### src/rtl/writeback_queue.sv
// Writeback queue: buffers execute-stage writeback entries (three GPR writes plus EIP/EFLAGS)
// in a circular buffer and releases them one per permitted cycle through a registered output stage.
module writeback_queue #(
    parameter int unsigned DEPTH = 4
) (
    input  logic                     clk,
    input  logic                     clr,
    input  logic                     in_v,
    output logic                     in_rdy,
    input  logic                     in_gv0,
    input  logic                     in_gv1,
    input  logic                     in_gv2,
    input  logic [2:0]               in_gid0,
    input  logic [2:0]               in_gid1,
    input  logic [2:0]               in_gid2,
    input  logic [1:0]               in_gty0,
    input  logic [1:0]               in_gty1,
    input  logic [1:0]               in_gty2,
    input  logic [31:0]              in_gd0,
    input  logic [31:0]              in_gd1,
    input  logic [31:0]              in_gd2,
    input  logic                     in_ld_eip,
    input  logic                     in_ld_eflags,
    input  logic [31:0]              in_eip,
    input  logic [31:0]              in_eflags,
    input  logic                     drain_en,
    input  logic                     flush,
    output logic [2:0]               wrgpr0,
    output logic [2:0]               wrgpr1,
    output logic [2:0]               wrgpr2,
    output logic [1:0]               gprwe0,
    output logic [1:0]               gprwe1,
    output logic [1:0]               gprwe2,
    output logic                     gprwv0,
    output logic                     gprwv1,
    output logic                     gprwv2,
    output logic [31:0]              gpr_din0,
    output logic [31:0]              gpr_din1,
    output logic [31:0]              gpr_din2,
    output logic                     ld_eip,
    output logic                     ld_eflags,
    output logic [31:0]              eip_din,
    output logic [31:0]              eflags_din,
    output logic [7:0]               busy_gpr,
    output logic [$clog2(DEPTH):0]   count
);

    localparam int unsigned PW = $clog2(DEPTH);
    localparam logic [PW:0] DepthC = DEPTH[PW:0];

    typedef struct packed {
        logic [2:0]        gv;
        logic [2:0][2:0]   gid;
        logic [2:0][1:0]   gty;
        logic [2:0][31:0]  gd;
        logic              ld_eip;
        logic              ld_eflags;
        logic [31:0]       eip;
        logic [31:0]       eflags;
    } entry_t;

    entry_t          mem_q [DEPTH];
    entry_t          stage_q;
    entry_t          in_entry;
    logic [PW-1:0]   head_q;
    logic [PW-1:0]   tail_q;
    logic [PW:0]     count_q;
    logic [PW-1:0]   offset;
    logic            push;
    logic            pop;

    // Higher-numbered port wins on a duplicate id, so lower duplicates are dropped before storage.
    always_comb begin
        in_entry           = '0;
        in_entry.gid       = {in_gid2, in_gid1, in_gid0};
        in_entry.gty       = {in_gty2, in_gty1, in_gty0};
        in_entry.gd        = {in_gd2, in_gd1, in_gd0};
        in_entry.ld_eip    = in_ld_eip;
        in_entry.ld_eflags = in_ld_eflags;
        in_entry.eip       = in_eip;
        in_entry.eflags    = in_eflags;
        in_entry.gv[2]     = in_gv2;
        in_entry.gv[1]     = in_gv1 & ~(in_gv2 && (in_gid2 == in_gid1));
        in_entry.gv[0]     = in_gv0 & ~(in_gv1 && (in_gid1 == in_gid0))
                                    & ~(in_gv2 && (in_gid2 == in_gid0));
    end

    assign in_rdy = (count_q < DepthC);
    assign push   = in_v & in_rdy & ~flush;
    assign pop    = (count_q != '0) & drain_en & ~flush;

    always_ff @(posedge clk) begin
        if (!clr) begin
            head_q  <= '0;
            tail_q  <= '0;
            count_q <= '0;
            stage_q <= '0;
        end else if (flush) begin
            head_q            <= '0;
            tail_q            <= '0;
            count_q           <= '0;
            stage_q.gv        <= '0;
            stage_q.ld_eip    <= 1'b0;
            stage_q.ld_eflags <= 1'b0;
        end else begin
            if (push) begin
                tail_q <= tail_q + PW'(1);
            end
            if (pop) begin
                head_q  <= head_q + PW'(1);
                stage_q <= mem_q[head_q];
            end else begin
                // Strobes are single-cycle; payload fields hold.
                stage_q.gv        <= '0;
                stage_q.ld_eip    <= 1'b0;
                stage_q.ld_eflags <= 1'b0;
            end
            case ({push, pop})
                2'b10:   count_q <= count_q + 1'b1;
                2'b01:   count_q <= count_q - 1'b1;
                default: count_q <= count_q;
            endcase
        end
    end

    always_ff @(posedge clk) begin
        if (clr && push) begin
            mem_q[tail_q] <= in_entry;
        end
    end

    // Derived purely from registered state, so it tracks count on the same cycle.
    always_comb begin
        busy_gpr = '0;
        offset   = '0;
        for (int i = 0; i < int'(DEPTH); i++) begin
            offset = PW'(i) - head_q;
            if ({1'b0, offset} < count_q) begin
                for (int p = 0; p < 3; p++) begin
                    if (mem_q[i].gv[p]) begin
                        busy_gpr[mem_q[i].gid[p]] = 1'b1;
                    end
                end
            end
        end
        for (int p = 0; p < 3; p++) begin
            if (stage_q.gv[p]) begin
                busy_gpr[stage_q.gid[p]] = 1'b1;
            end
        end
    end

    assign count      = count_q;
    assign wrgpr0     = stage_q.gid[0];
    assign wrgpr1     = stage_q.gid[1];
    assign wrgpr2     = stage_q.gid[2];
    assign gprwe0     = stage_q.gty[0];
    assign gprwe1     = stage_q.gty[1];
    assign gprwe2     = stage_q.gty[2];
    assign gprwv0     = stage_q.gv[0];
    assign gprwv1     = stage_q.gv[1];
    assign gprwv2     = stage_q.gv[2];
    assign gpr_din0   = stage_q.gd[0];
    assign gpr_din1   = stage_q.gd[1];
    assign gpr_din2   = stage_q.gd[2];
    assign ld_eip     = stage_q.ld_eip;
    assign ld_eflags  = stage_q.ld_eflags;
    assign eip_din    = stage_q.eip;
    assign eflags_din = stage_q.eflags;

endmodule

### config.mk
export PLATFORM = sky130hd
export DESIGN_NAME = writeback_queue
export DESIGN_NICKNAME = d
export VERILOG_FILES = /design/src/rtl/writeback_queue.sv
export SDC_FILE = /design/constraint.sdc
export NUM_CORES = 1
export LEC_CHECK = 0
export CORE_ASPECT_RATIO = 1.1
export CORE_MARGIN = 4
export CORE_UTILIZATION = 25
export DETAILED_ROUTE_END_ITERATION = 8
export PLACE_DENSITY = 0.39
export SLEW_MARGIN = 20
export SYNTH_ARGS = -nofsm -noshare
export SYNTH_HDL_FRONTEND = slang
export SYNTH_SLANG_ARGS = --single-unit
### constraint.sdc
create_clock -name clk -period 8.5 [get_ports clk]
set_input_delay 1.275 -clock clk [delete_from_list [all_inputs] [get_ports clk]]
set_output_delay 1.275 -clock clk [all_outputs]
set_load 0.02 [all_outputs]
# Word-level counts from Yosys, hierarchy flattened
# Memory sizes are Yosys's and may differ from the RTL's. A register that Yosys moved wholly into a read port is not among the register bits.
# Cells that the tools add are included.
[word_totals]
input_bits = 185
regBits = 187
output_inout_bits = 192
ramBits = 720
word_cells = 179
memories = 1
[classes]
n_mux = 62
bitwise_logic = 27
n_addsub = 8
n_reduce_logical = 24
magnitude_cmp = 35
eq_ne = 5
[memory_table]
columns = ["memory", "words", "word_bits", "rd", "rd_ports_with_merged_regs", "wr", "line", "rtl"]
rows = [
  ["mem_q", 4, 180, 5, 1, 1, "62", "entry_t mem_q [DEPTH];"],
]
[op_table]
columns = ["operator", "count"]
rows = [
  ["2-to-1 mux 8 bit", 27],
  ["bitwise OR 8 bit", 14],
  ["less-than comparator 3 x 4 -> 1 bit, second input constant", 15],
  ["demux 1 bit (select 3 bit)", 15],
  [">= comparator 3 x 1 -> 1 bit, second input constant", 15],
  ["logical AND 1 bit", 19],
  ["2-to-1 mux 1 bit", 17],
  ["less-than comparator 2 x 3 -> 1 bit", 4],
  ["equality test 3 bit", 3],
  ["bitwise AND 1 bit", 7],
  ["NOT 1 bit", 6],
  ["case mux 3 bit (2 select lines)", 1],
  ["adder 2 x 1 -> 2 bit, second input constant", 2],
  ["2-to-1 mux 2 bit", 2],
  ["subtractor 1 x 2 -> 2 bit, first input constant", 2],
  ["subtractor 2 bit, first input constant", 2],
  ["adder 3 x 1 -> 3 bit, second input constant", 1],
  ["less-than comparator 3 bit, second input constant", 1],
  ["nonzero test 3 bit", 1],
  ["OR reduction 3 bit", 1],
  ["subtractor 3 x 1 -> 3 bit, second input constant", 1],
  ["equality test 2 x 1 -> 1 bit, second input constant", 1],
  ["equality test 2 bit, second input constant", 1],
  ["AND reduction 2 bit", 1],
  ["2 further kinds", 2],
]

# Logic depth before layout (Yosys ltp)
# Gate-level depths: netlist (run 1).
[logic_depth]
word_depth = 45
depth_mapped = 12
depth_no_buf = 9

# Least setup slack after synthesis (run 1)
# OpenSTA, ideal clock, no wires.
[synth_path]
path_kind = "input port to flip-flop"
startpoint = "input clr"
endpoint = "memory mem_q[1][0] (netlist name) (enable)"
path_stages = 3
setup_ns = 0.563
n_path_buf = 2
t_required_ns = 7.937
t_arrival_ns = 5.917
slack_ns = 2.020
path_cell_list = "clkbuf_1 clkbuf_1 and3_1"
[synth_between]
elab_chain_cells = 3
[synth_lines]
columns = ["element", "line", "rtl"]
rows = [
  ["start, declared", "7", "input logic clr,"],
  ["logical AND 1 bit", "127", "if (clr && push) begin"],
  ["2-to-1 mux 1 bit", "127", ""],
  ["2-to-1 mux 1 bit (implied by the code)", "128", "mem_q[tail_q] <= in_entry;"],
  ["end, declared", "62", ""],
]
# No other way between the ends.

# Worst setup path after layout (run 1)
[layout_path]
startpoint = "register count_q[1], in the netlist count[1]"
endpoint = "output busy_gpr[5]"
[layout_between]
elab_chain_cells = 35
elab_cells_between_ends = 38
classes_between = "order compare: 4; mux: 22; bitwise: 12"
[layout_lines]
columns = ["element", "line", "rtl"]
rows = [
  ["start, declared", "67", "logic [PW:0] count_q;"],
  ["start signal, assigned", "119", "2'b10: count_q <= count_q + 1'b1;"],
  ["start signal, assigned", "120", "2'b01: count_q <= count_q - 1'b1;"],
  ["start signal, assigned", "121", "default: count_q <= count_q;"],
  ["less-than comparator 2 x 3 -> 1 bit", "138", "if ({1'b0, offset} < count_q) begin"],
  ["2-to-1 mux 8 bit", "138", ""],
  ["bitwise OR 8 bit (no line)", "--", ""],
  ["2-to-1 mux 8 bit", "140", "if (mem_q[i].gv[p]) begin"],
  ["2-to-1 mux 8 bit", "138", ""],
  ["bitwise OR 8 bit (no line)", "--", ""],
  ["2-to-1 mux 8 bit", "140", ""],
  ["2-to-1 mux 8 bit", "138", ""],
  ["(+19 left out)", "--", ""],
  ["2-to-1 mux 8 bit", "140", ""],
  ["2-to-1 mux 8 bit *", "138", ""],
  ["bitwise OR 8 bit (no line)", "--", ""],
  ["2-to-1 mux 8 bit *", "147", "if (stage_q.gv[p]) begin"],
  ["bitwise OR 8 bit (no line)", "--", ""],
  ["2-to-1 mux 8 bit *", "147", ""],
  ["bitwise OR 8 bit (no line)", "--", ""],
  ["2-to-1 mux 8 bit *", "147", ""],
  ["end, declared", "44", "output logic [7:0] busy_gpr,"],
]
# Every way passes the cells marked *; elsewhere a longest branch is shown, timed or not. The select of a mux whose other input is x is not followed.

==> results of run 1 <==
## final cells by class
class / instances / area, µm² / area share
timing repair buffer: 397 / 3980 / 0.0906
multi-input combinational: 973 / 8480 / 0.193
clock inverter: 48 / 623 / 0.0142
tap: 1800 / 2250 / 0.0513
clock buffer: 150 / 3020 / 0.0689
inverter: 18 / 72.6 / 0.00165
sequential: 909 / 25400 / 0.579
antenna: 11 / 27.5 / 0.000628
## final timing paths
kind | slack, ns | startpoint | depth (start not counted) | end
min | 0.45 | gpr_din1[10]$_SDFFE_PN0P_ | 2 | gpr_din1[10]$_SDFFE_PN0P_
min reg2reg | 0.45 | gpr_din1[10]$_SDFFE_PN0P_ | 2 | gpr_din1[10]$_SDFFE_PN0P_
max | 3.69 | count[1]$_SDFFE_PP0P_ | 8 | busy_gpr[5]
max reg2reg | 4.91 | count[2]$_SDFFE_PP0P_ | 9 | count[2]$_SDFFE_PP0P_
## cells by family after synthesis
kind of cell,Yosys count
flops,909
simple gates,533
compound gates,235
mux,180
buf+inv,130
xor+xnor,15
fa+ha+maj,10
## metrics by stage
stage,setup WS [ns],area (µm²),total power (W),hold slack [ns]
2_1_floorplan,2.02,34600,0.00509,0.531
3_3_place_gp,3.84,40200,0.00528,0.443
3_5_place_dp,3.92,40200,0.00529,0.444
4_1_cts,3.54,43800,0.0101,0.453
5_1_grt,3.37,43800,0.0103,0.469
6_report,3.69,43900,0.00989,0.450
## cell usage in the layout, fill, tap and decap left out, types with 14 or more instances in the layout
master	instances
edfxtp_1	720
clkdlybuf4s50_1	375
nand2_1	371
dfxtp_1	187
mux4_2	180
a21boi_1	150
clkbuf_16	108
a21boi_0	26
clkbuf_1	26
nor2_1	25
nand3_1	24
nand4_1	22
clkinv_2	21
nor2b_1	18
inv_1	17
clkbuf_8	16
buf_4	16
nand4b_1	14
## power groups by stage
stage	Combinational (W)	Clock [W]	Sequential (W)
after global placement	0.000324	0	0.00496
after detailed placement	0.000331	0	0.00496
after global routing	0.000349	0.00508	0.00486
after CTS	0.000332	0.00488	0.00486
final	0.000322	0.00470	0.00486
after floorplan	0.000118	0	0.00497
## registers in the layout, indices dropped and copies added (netlist names), 3 cells and up, named ones only
signal and flops:
gpr_din2 32, wrgpr0 3, wrgpr2 3, mem_q 720
gpr_din0 32, gpr_din1 32, count 3, eflags_din 32
wrgpr1 3, eip_din 32
## tightest hold or removal path, stage by stage (launching register included)
cell and delay [ns]:
dfxtp_1 0.31, nand2_1 0.05, a21boi_1 0.05
## metal layers
layer  track usage  part of all wire  up-vias  routed length (µm)
met5             0            0.0017        -                 170
met4        0.0411             0.023       22                2330
met3        0.0463             0.073      167                7220
met2         0.229              0.49      501               48400
met1         0.167              0.42     9950               41300
li1              -                 -     8590                   -
==> out/metrics.cfg, run 1 <==
[pwr]
power_density_nw_per_um2=225
ir_worst_vdd_mv=0.150
clkPwrFrac=0.476
swShare=0.204
comb_power_share=0.033
leakagePower_nw=13.4
seqPwrFrac=0.492
p_sw_w=0.00202
internal_power_w=0.00787

[placement]
dp_hpwl_mm=58.9
dp.cells=4097
io_buffers=376
place.gp.congestion=0.800

[worst_setup_path]
arrival_ns=3.54
cp.required_ns=7.22
crit_buf_inv=2
end_kind=primary output
cp_cell_sequence=inv_1 -> ha_1 -> a21oi_1 -> o21ai_0 -> o21ai_0 -> nand4_1 -> or4_1 -> clkdlybuf4s50_1
crit_type=flop to primary output
cpMaxStageDelayCell=or4_1
cp_common_cell=o21ai_0
crit_path_start_kind=flop
cpPeakStageDelay_ns=0.59
crit_fanout=5
crit_family=buffers and inverters

[route]
routed_wl_mm=99.5
drt_iter0_markers=1178
vias_per_cell=4.47
drc_errors=0
routedWlPerCell_um=23.1
firstDrtPassIters=5
num_vias=19230
antenna_left=0

[clock_network]
hold_buffers=0
root_buffer=clkbuf_16
postCtsSetupRepairBufs=0
cts.sinks=909
cts_tree=done
cts_buffers=104
cts.repair.resized=0
clock_latency_ns=0.71
cts_max_level=3
cts_buffer_depth=3
path_clk_slew_ns=0.06

[timing]
min_period_ns=4.81
max_freq_ghz=0.208
hold_violations=0
finalSetupTns_ns=0
period_share=0.566
tightest_slew_ns=1.07
finalSetupViolCount=0
rsz0062_at_grt=false
slew_headroom=0.286
slew_violations=0
fin_worst_skew_ns=0.0308

[worst_hold_path]
hold_path.class=flop to flop

[synthesis]
syn-instance-count=2012
synth_area_leader_cell=edfxtp_1
synth_cell_types=52
synth-edff-count=720
synthArstFlopShare=0
yosys_warnings=0
synth-adder-area-share=0.00384
post-synth-top-count-cell=edfxtp_1
synthMuxAreaShare=0.117
synth-simple-area-share=0.0699
synth_top_family_by_area=multiplexers
ys.flop_type=edfxtp_1
synthXorXnorAreaFrac=0.00380
synth.avg_cell_area_um2=17.2
synth_area_leaders=edfxtp_1 63%, mux4_2 12%, dfxtp_1 11%
netlist.area_leader.share=0.626
synth_seq_area_share=0.735
synth-compound-area-share=0.0500
synth_nets=2207
synth_common_cells=720 x edfxtp_1, 371 x nand2_1, 189 x dfxtp_1
syn_area_um2=34600
synth-seq-cells=909

[global_route]
grt_pass1_wl_mm=145
antenna_found_initial=30
grtUsageTotal=0.137
grt_overflow=0
grt_pass1_vias=20706
grt_max_degree=103

[finish]
synthToLayoutAreaGrowth_pct=26.9
fill_cells=13338
post-route-util=0.321
drive_gt1_frac=0.152
instances_no_fill=4306
fin_nets=2598

[floorplan]
core-area_um2=137000
io_pins=377
initial_core_util=0.253
die_w_um=363
dieArea_um2=144000
rows=142
fp.dieH_um=398

[status]
status=completed

[run]
cap_violations=0

(Power assumes the default switching activity.)
==> run 2, diff against run 1 <==
--- a/config.mk
+++ b/config.mk
@@ -9,7 +9,7 @@
 export CORE_MARGIN = 4
 export CORE_UTILIZATION = 25
 export DETAILED_ROUTE_END_ITERATION = 8
-export PLACE_DENSITY = 0.39
+export PLACE_DENSITY = 0.4
 export SLEW_MARGIN = 20
 export SYNTH_ARGS = -nofsm -noshare
 export SYNTH_HDL_FRONTEND = slang
==> constraint.sdc (replaced) <==
create_clock -name clk -period 3.98 [get_ports clk]
set_input_delay 0.597 -clock clk [delete_from_list [all_inputs] [get_ports clk]]
set_output_delay 0.597 -clock clk [all_outputs]
set_load 0.02 [all_outputs]
==> run 2 against run 1 <==
  * Via count is 0.21% higher
  * Clock power is 99% higher
  * Clock skew up 0.0052 ns
  * Sequential cell count unchanged
  * Worst hold slack better by 0.0037 ns
  * Final cell count grew 0.58%
  * Total power rose by 110%
  * Wire length is 0.18% lower
  * Highest routed layer unchanged
  * Critical endpoint is now busy_gpr[2]
  * Setup slack got worse by 3.5 ns
  * Die area unchanged
  * Critical path depth unchanged
  * Non-clock buffer count up 32
==> out/metrics.cfg, run 2 (synthesis results as in run 1) <==
[floorplan]
core-area_um2=137000  ; unchanged
fp.dieH_um=398  ; unchanged
io_pins=377  ; unchanged
rows=142  ; unchanged
dieArea_um2=144000  ; unchanged
initial_core_util=0.253  ; unchanged
die_w_um=363  ; unchanged

[worst_setup_path]
crit_path_start_kind=flop
end_kind=primary output
cp_cell_sequence=xnor2_1 -> inv_1 -> ha_1 -> a21oi_1 -> nor2_2 -> o22ai_1 -> or4_1 -> clkdlybuf4s50_1
crit_buf_inv=2  ; unchanged
arrival_ns=3.22  ; -0.32 ns
crit_fanout=6  ; +1
cpMaxStageDelayCell=clkdlybuf4s50_1
crit_type=flop to primary output
crit_family=simple AND/OR/NAND/NOR gates
cp.required_ns=3.38  ; -3.84 ns
cpPeakStageDelay_ns=0.57  ; -0.02 ns

[global_route]
grt_pass1_wl_mm=145  ; +0.31%
grtUsageTotal=0.137  ; about the same
grt_max_degree=93  ; -9.7%
grt_pass1_vias=20672  ; -0.16%
grt_overflow=0  ; unchanged
antenna_found_initial=21  ; -30%

[timing]
slew_violations=0  ; unchanged
hold_violations=0  ; unchanged
min_period_ns=3.82
period_share=0.960
tightest_slew_ns=1.02  ; -0.0558 ns
finalSetupViolCount=0  ; unchanged
fin_worst_skew_ns=0.0360  ; +0.00520 ns
max_freq_ghz=0.262
fin_hold_ws_ns=0.454  ; +0.00369 ns
layout_setup_ws_ns=0.158  ; -3.53 ns
slew_headroom=0.323  ; +0.0372

[finish]
instances_no_fill=4331  ; +0.58%
fin_nets=2628  ; +1.2%
largest_reg_flops=720  ; unchanged
drive_gt1_frac=0.156  ; +0.00398
synthToLayoutAreaGrowth_pct=27.7
top_register=mem_q
final_common_cell=edfxtp_1
layout_common_cells=720 x edfxtp_1, 371 x nand2_1, 370 x clkdlybuf4s50_1

[pwr]
ir_worst_vdd_mv=0.298  ; +100%
internal_power_w=0.0162  ; +110%
finalPower_w=0.0205  ; +110%
leakagePower_nw=13.6  ; +1.3%
power_density_nw_per_um2=463  ; +110%
seqPwrFrac=0.508  ; +0.016
comb_power_share=0.034  ; about the same
clkPwrFrac=0.458  ; -0.018
p_sw_w=0.00422  ; +110%
swShare=0.206  ; +0.00173

[placement]
dp.cells=4128  ; +0.76%
place.gp.congestion=0.839  ; +4.8%
dp_hpwl_mm=63.3  ; +7.5%
place_ws_ns=0.800  ; -3.12 ns
io_buffers=376  ; unchanged

[clock_network]
cts.sinks=909  ; unchanged
cts_max_level=3  ; unchanged
path_clk_slew_ns=0.06  ; about the same
hold_buffers=0  ; unchanged
clock_latency_ns=0.71  ; about the same
root_buffer=clkbuf_16
cts_buffer_depth=3  ; unchanged
cts_buffers=102  ; -1.9%
cts_tree=done

[route]
drc_errors=0  ; unchanged
drt_iter0_markers=1234  ; +4.8%
antenna_left=0  ; unchanged
num_vias=19271  ; +0.21%
vias_per_cell=4.45  ; -0.37%
routedWlPerCell_um=22.9  ; -0.75%
firstDrtPassIters=5  ; unchanged
routed_wl_mm=99.3  ; -0.18%

[status]
status=completed

[run]
cap_violations=0  ; unchanged

[worst_hold_path]
hold_path.class=flop to flop

[run 2: changes by cell type in the layout (fill, tap and decap cells not counted), sizes merged]
cell,change
buf,+32
clkdlybuf4s50,-5
inv,-1
dlymetal6s2s,+5
bufinv,-6
clkinv,-4
clkinvlp,-1
clkbuf,+6
diode,-1
[run 2: timing repair]
| item | CTS | global route |
|---|---|---|
| resized for setup | 0 | 8 |
| hold endpoints to repair | 0 | 0 |
| setup buffers | 0 | 1 |
| setup endpoints to repair | 0 | 6 |
[run 2: tightest hold or removal path, cell delays in order (launching register included)]
cell	delay, ns
dfxtp_1	0.31
nand2_1	0.05
a21boi_1	0.05
[run 2: area by class of cell]
type	count	area, µm²
inverters	18	72.6
well taps	1800	2250
repair buffers	429	4530
diodes	10	25.0
fillers	13362	92700
multi-input cells	973	8490
flip-flops and latches	909	25400
clock inverters	36	418
clock buffers	156	2940
[run 2: power by group through the flow]
stage / Combinational, W / Sequential (W) / Clock, W
final: 0.000704 / 0.0104 / 0.00937
after global routing: 0.000762 / 0.0104 / 0.0101
after CTS: 0.000725 / 0.0104 / 0.00973
after detailed placement: 0.000722 / 0.0106 / 0
after global placement: 0.000710 / 0.0106 / 0
after floorplan: 0.000252 / 0.0106 / 0
[run 2: worst paths after layout]
kind | slack (ns) | cells after the start | endpoint | start
worst max-delay path | 0.16 | 8 | busy_gpr[2] | head_q[1]$_SDFFE_PP0P_
worst min-delay path | 0.45 | 2 | gpr_din1[1]$_SDFFE_PN0P_ | gpr_din1[1]$_SDFFE_PN0P_
worst max register to register | 1.17 | 6 | gpr_din2[1]$_SDFFE_PN0P_ | count[2]$_SDFFE_PP0P_
worst min register to register | 0.45 | 2 | gpr_din1[1]$_SDFFE_PN0P_ | gpr_din1[1]$_SDFFE_PN0P_
[run 2: metal layers]
layer / vias up / part of all wire / GRT usage / routed length [µm]
met4: 20 / 0.025 / 0.0435 / 2510
met1: 9967 / 0.42 / 0.168 / 41500
li1: 8644 / - / - / -
met5: - / 0.0014 / 0 / 138
met3: 165 / 0.063 / 0.0389 / 6270
met2: 475 / 0.49 / 0.233 / 48900
[run 2: stage by stage]
stage	utilization	area (µm²)	TNS, ns
final	0.323	44100	0
after global placement	0.298	40700	0
after floorplan	-	34600	0
after detailed placement	0.298	40700	0
after CTS	0.322	44100	0
after global routing	0.322	44100	-0.00555
==> run 3, diff against run 2 <==
--- a/config.mk
+++ b/config.mk
@@ -5,7 +5,7 @@
 export SDC_FILE = /design/constraint.sdc
 export NUM_CORES = 1
 export LEC_CHECK = 0
-export CORE_ASPECT_RATIO = 1.1
+export CORE_ASPECT_RATIO = 0.75
 export CORE_MARGIN = 4
 export CORE_UTILIZATION = 25
 export DETAILED_ROUTE_END_ITERATION = 8
@@ -14,3 +14,4 @@
 export SYNTH_ARGS = -nofsm -noshare
 export SYNTH_HDL_FRONTEND = slang
 export SYNTH_SLANG_ARGS = --single-unit
+export TNS_END_PERCENT = 30
==> run 3 against run 2 <==
  * Worst hold slack lost 0.0040 ns
  * Combinational power about the same
  * Sequential cell count unchanged
  * Highest routed layer unchanged
  * Fmax increased by 3.1%
  * Wire length decreased by 2.2%
  * Clock-buffer cell count decreased by 26
  * Critical path depth unchanged
  * Global-route usage fell by 0.48 points
  * Total power is 0.35% lower
  * Via count is 0.63% lower
  * Die area about the same
==> out/metrics.cfg, run 3 (synthesis results as in run 1) <==
[status]
status=completed

[clock_network]
path_clk_slew_ns=0.06  ; about the same
cts.sinks=909  ; unchanged
clock_latency_ns=0.69  ; -0.02 ns
root_buffer=clkbuf_16
cts_tree=done
cts_buffers=100  ; -2.0%
cts_max_level=3  ; unchanged
hold_buffers=0  ; unchanged
cts_buffer_depth=3  ; unchanged

[worst_setup_path]
crit_family=simple AND/OR/NAND/NOR gates
rr_worst_depth=9  ; +3
crit_type=flop to primary output
cpMaxStageDelayCell=clkdlybuf4s50_1
endpoint=busy_gpr[2]
crit_path_start_kind=flop
cp_num_cells=8  ; unchanged
crit_buf_inv=2  ; unchanged
worstReg2RegEnd=count[2]$_SDFFE_PP0P_
startpoint=head_q[1]$_SDFFE_PP0P_
rr_startpoint=count[2]$_SDFFE_PP0P_
arrival_ns=3.11  ; -0.11 ns
cp_cell_sequence=xnor2_1 -> inv_1 -> ha_1 -> a21oi_1 -> nor2_4 -> o22ai_1 -> or4_1 -> clkdlybuf4s50_1
ff2ff_setup_slack_ns=1.08  ; -0.09 ns
cpPeakStageDelay_ns=0.56  ; about the same
crit_fanout=7  ; +1
end_kind=primary output
cp.required_ns=3.38  ; about the same

[timing]
fin_worst_skew_ns=0.0159  ; -0.0201 ns
hold_violations=0  ; unchanged
min_period_ns=3.71  ; -0.115 ns
rsz0062_at_grt=true
max_freq_ghz=0.270  ; +3.1%
finalSetupTns_ns=0  ; unchanged
tightest_slew_ns=0.866  ; -0.150 ns
period_share=0.931  ; -0.0289
layout_setup_ws_ns=0.273  ; +0.115 ns
slew_violations=0  ; unchanged
slew_headroom=0.423  ; +0.0998
finalSetupViolCount=0  ; unchanged

[floorplan]
io_pins=377  ; unchanged
rows=117  ; -18%
dieArea_um2=144000  ; about the same
initial_core_util=0.253  ; +0.000414
core-area_um2=137000  ; -0.16%
die_w_um=437  ; +21%
fp.dieH_um=330  ; -17%

[placement]
io_buffers=376  ; unchanged
dp_hpwl_mm=63.8  ; +0.75%
place_ws_ns=0.758  ; -0.0424 ns
place.gp.congestion=0.855  ; +2.0%

[finish]
multi_input_area_um2=8490  ; about the same
seq_area_um2=25400  ; unchanged
largest_reg_flops=720  ; unchanged
fill_cells=13208  ; -1.2%
fin_nets=2632  ; +0.15%
post-route-util=0.324  ; +0.00147
drive_gt1_frac=0.165  ; +0.00853
final_common_cell=edfxtp_1
top_register=mem_q
layout_common_cells=720 x edfxtp_1, 371 x nand2_1, 371 x clkdlybuf4s50_1
synthToLayoutAreaGrowth_pct=28.1

[global_route]
grt_pass1_vias=20610  ; -0.30%
grtUsageTotal=0.132  ; -0.00476
grt_overflow=0  ; unchanged
grt_max_degree=99  ; +6.5%
antenna_found_initial=16  ; -24%
grt_pass1_wl_mm=141  ; -3.1%

[run]
cap_violations=0  ; unchanged

[route]
routedWlPerCell_um=22.2  ; -3.2%
firstDrtPassIters=5  ; unchanged
num_vias=19150  ; -0.63%
routed_wl_mm=97.1  ; -2.2%
vias_per_cell=4.38  ; -1.6%
antenna_left=0  ; unchanged
drt_iter0_markers=1129  ; -8.5%
drc_errors=0  ; unchanged

[pwr]
finalPower_w=0.0204  ; -0.35%
power_density_nw_per_um2=460  ; -0.64%
ir_worst_vdd_mv=0.326  ; +9.4%
leakagePower_nw=13.6  ; +0.35%

[worst_hold_path]
hold_path.class=input port to flop

==> run 3: cell count changes in the layout (fill, tap and decap cells not counted), moves of 4 or more <==
cell,change
clkinv_8,+4
clkbuf_16,-4
buf_12,+4
clkbuf_1,-21
clkinv_2,+13
diode_2,-5
==> run 3: worst min path at each step <==
stage,from,to,slack (ns),cells after the start
2_1_floorplan,eflags_din[18]$_SDFFE_PN0P_,eflags_din[18]$_SDFFE_PN0P_,0.53,2
3_3_place_gp,gpr_din0[17]$_SDFFE_PN0P_,gpr_din0[17]$_SDFFE_PN0P_,0.45,2
3_5_place_dp,gpr_din2[11]$_SDFFE_PN0P_,gpr_din2[11]$_SDFFE_PN0P_,0.45,2
4_1_cts,clr,eflags_din[15]$_SDFFE_PN0P_,0.42,2
5_1_grt,clr,eflags_din[15]$_SDFFE_PN0P_,0.44,2
6_report,clr,eflags_din[12]$_SDFFE_PN0P_,0.45,2
==> run 3: power breakdown <==
part	switching [W]	internal (W)	total (W)	leakage, nW
clock	0.00382	0.00547	0.00929	1.65
combinational	0.000353	0.000354	0.000706	3.95
sequential	0.0000446	0.0103	0.0104	8.03
==> run 3: routing by layer <==
layer | vias up | share of wire | track usage | routed length [µm]
met2 | 379 | 0.52 | 0.233 | 50000
met4 | 2 | 0.021 | 0.0320 | 1990
met1 | 9976 | 0.42 | 0.165 | 40900
met3 | 144 | 0.043 | 0.0299 | 4160
met5 | - | 0.00013 | 0 | 13
li1 | 8649 | - | - | -
==> run 3: layout make-up <==
class,count,area share
Sequential cell,909,0.574
Timing Repair Buffer,435,0.104
Antenna cell,5,0.000283
Tap cell,1844,0.0521
Multi-Input combinational cell,973,0.192
Inverter,18,0.00164
Clock inverter,59,0.0135
Clock buffer,130,0.0620
==> run 3: metrics by stage <==
stage / std cells / hold WS, ns / cell area, µm²
after floorplan: 2012 / 0.531 / 34600
after global placement: 4179 / 0.446 / 40900
after detailed placement: 4179 / 0.448 / 40900
after CTS: 4368 / 0.418 / 44200
after global routing: 4370 / 0.439 / 44300
final: 4373 / 0.449 / 44300
==> run 3: timing repair <==
action | CTS | global route
setup endpoints to repair | 0 | 6
gates resized for setup | 0 | 8
setup buffers | 0 | 0
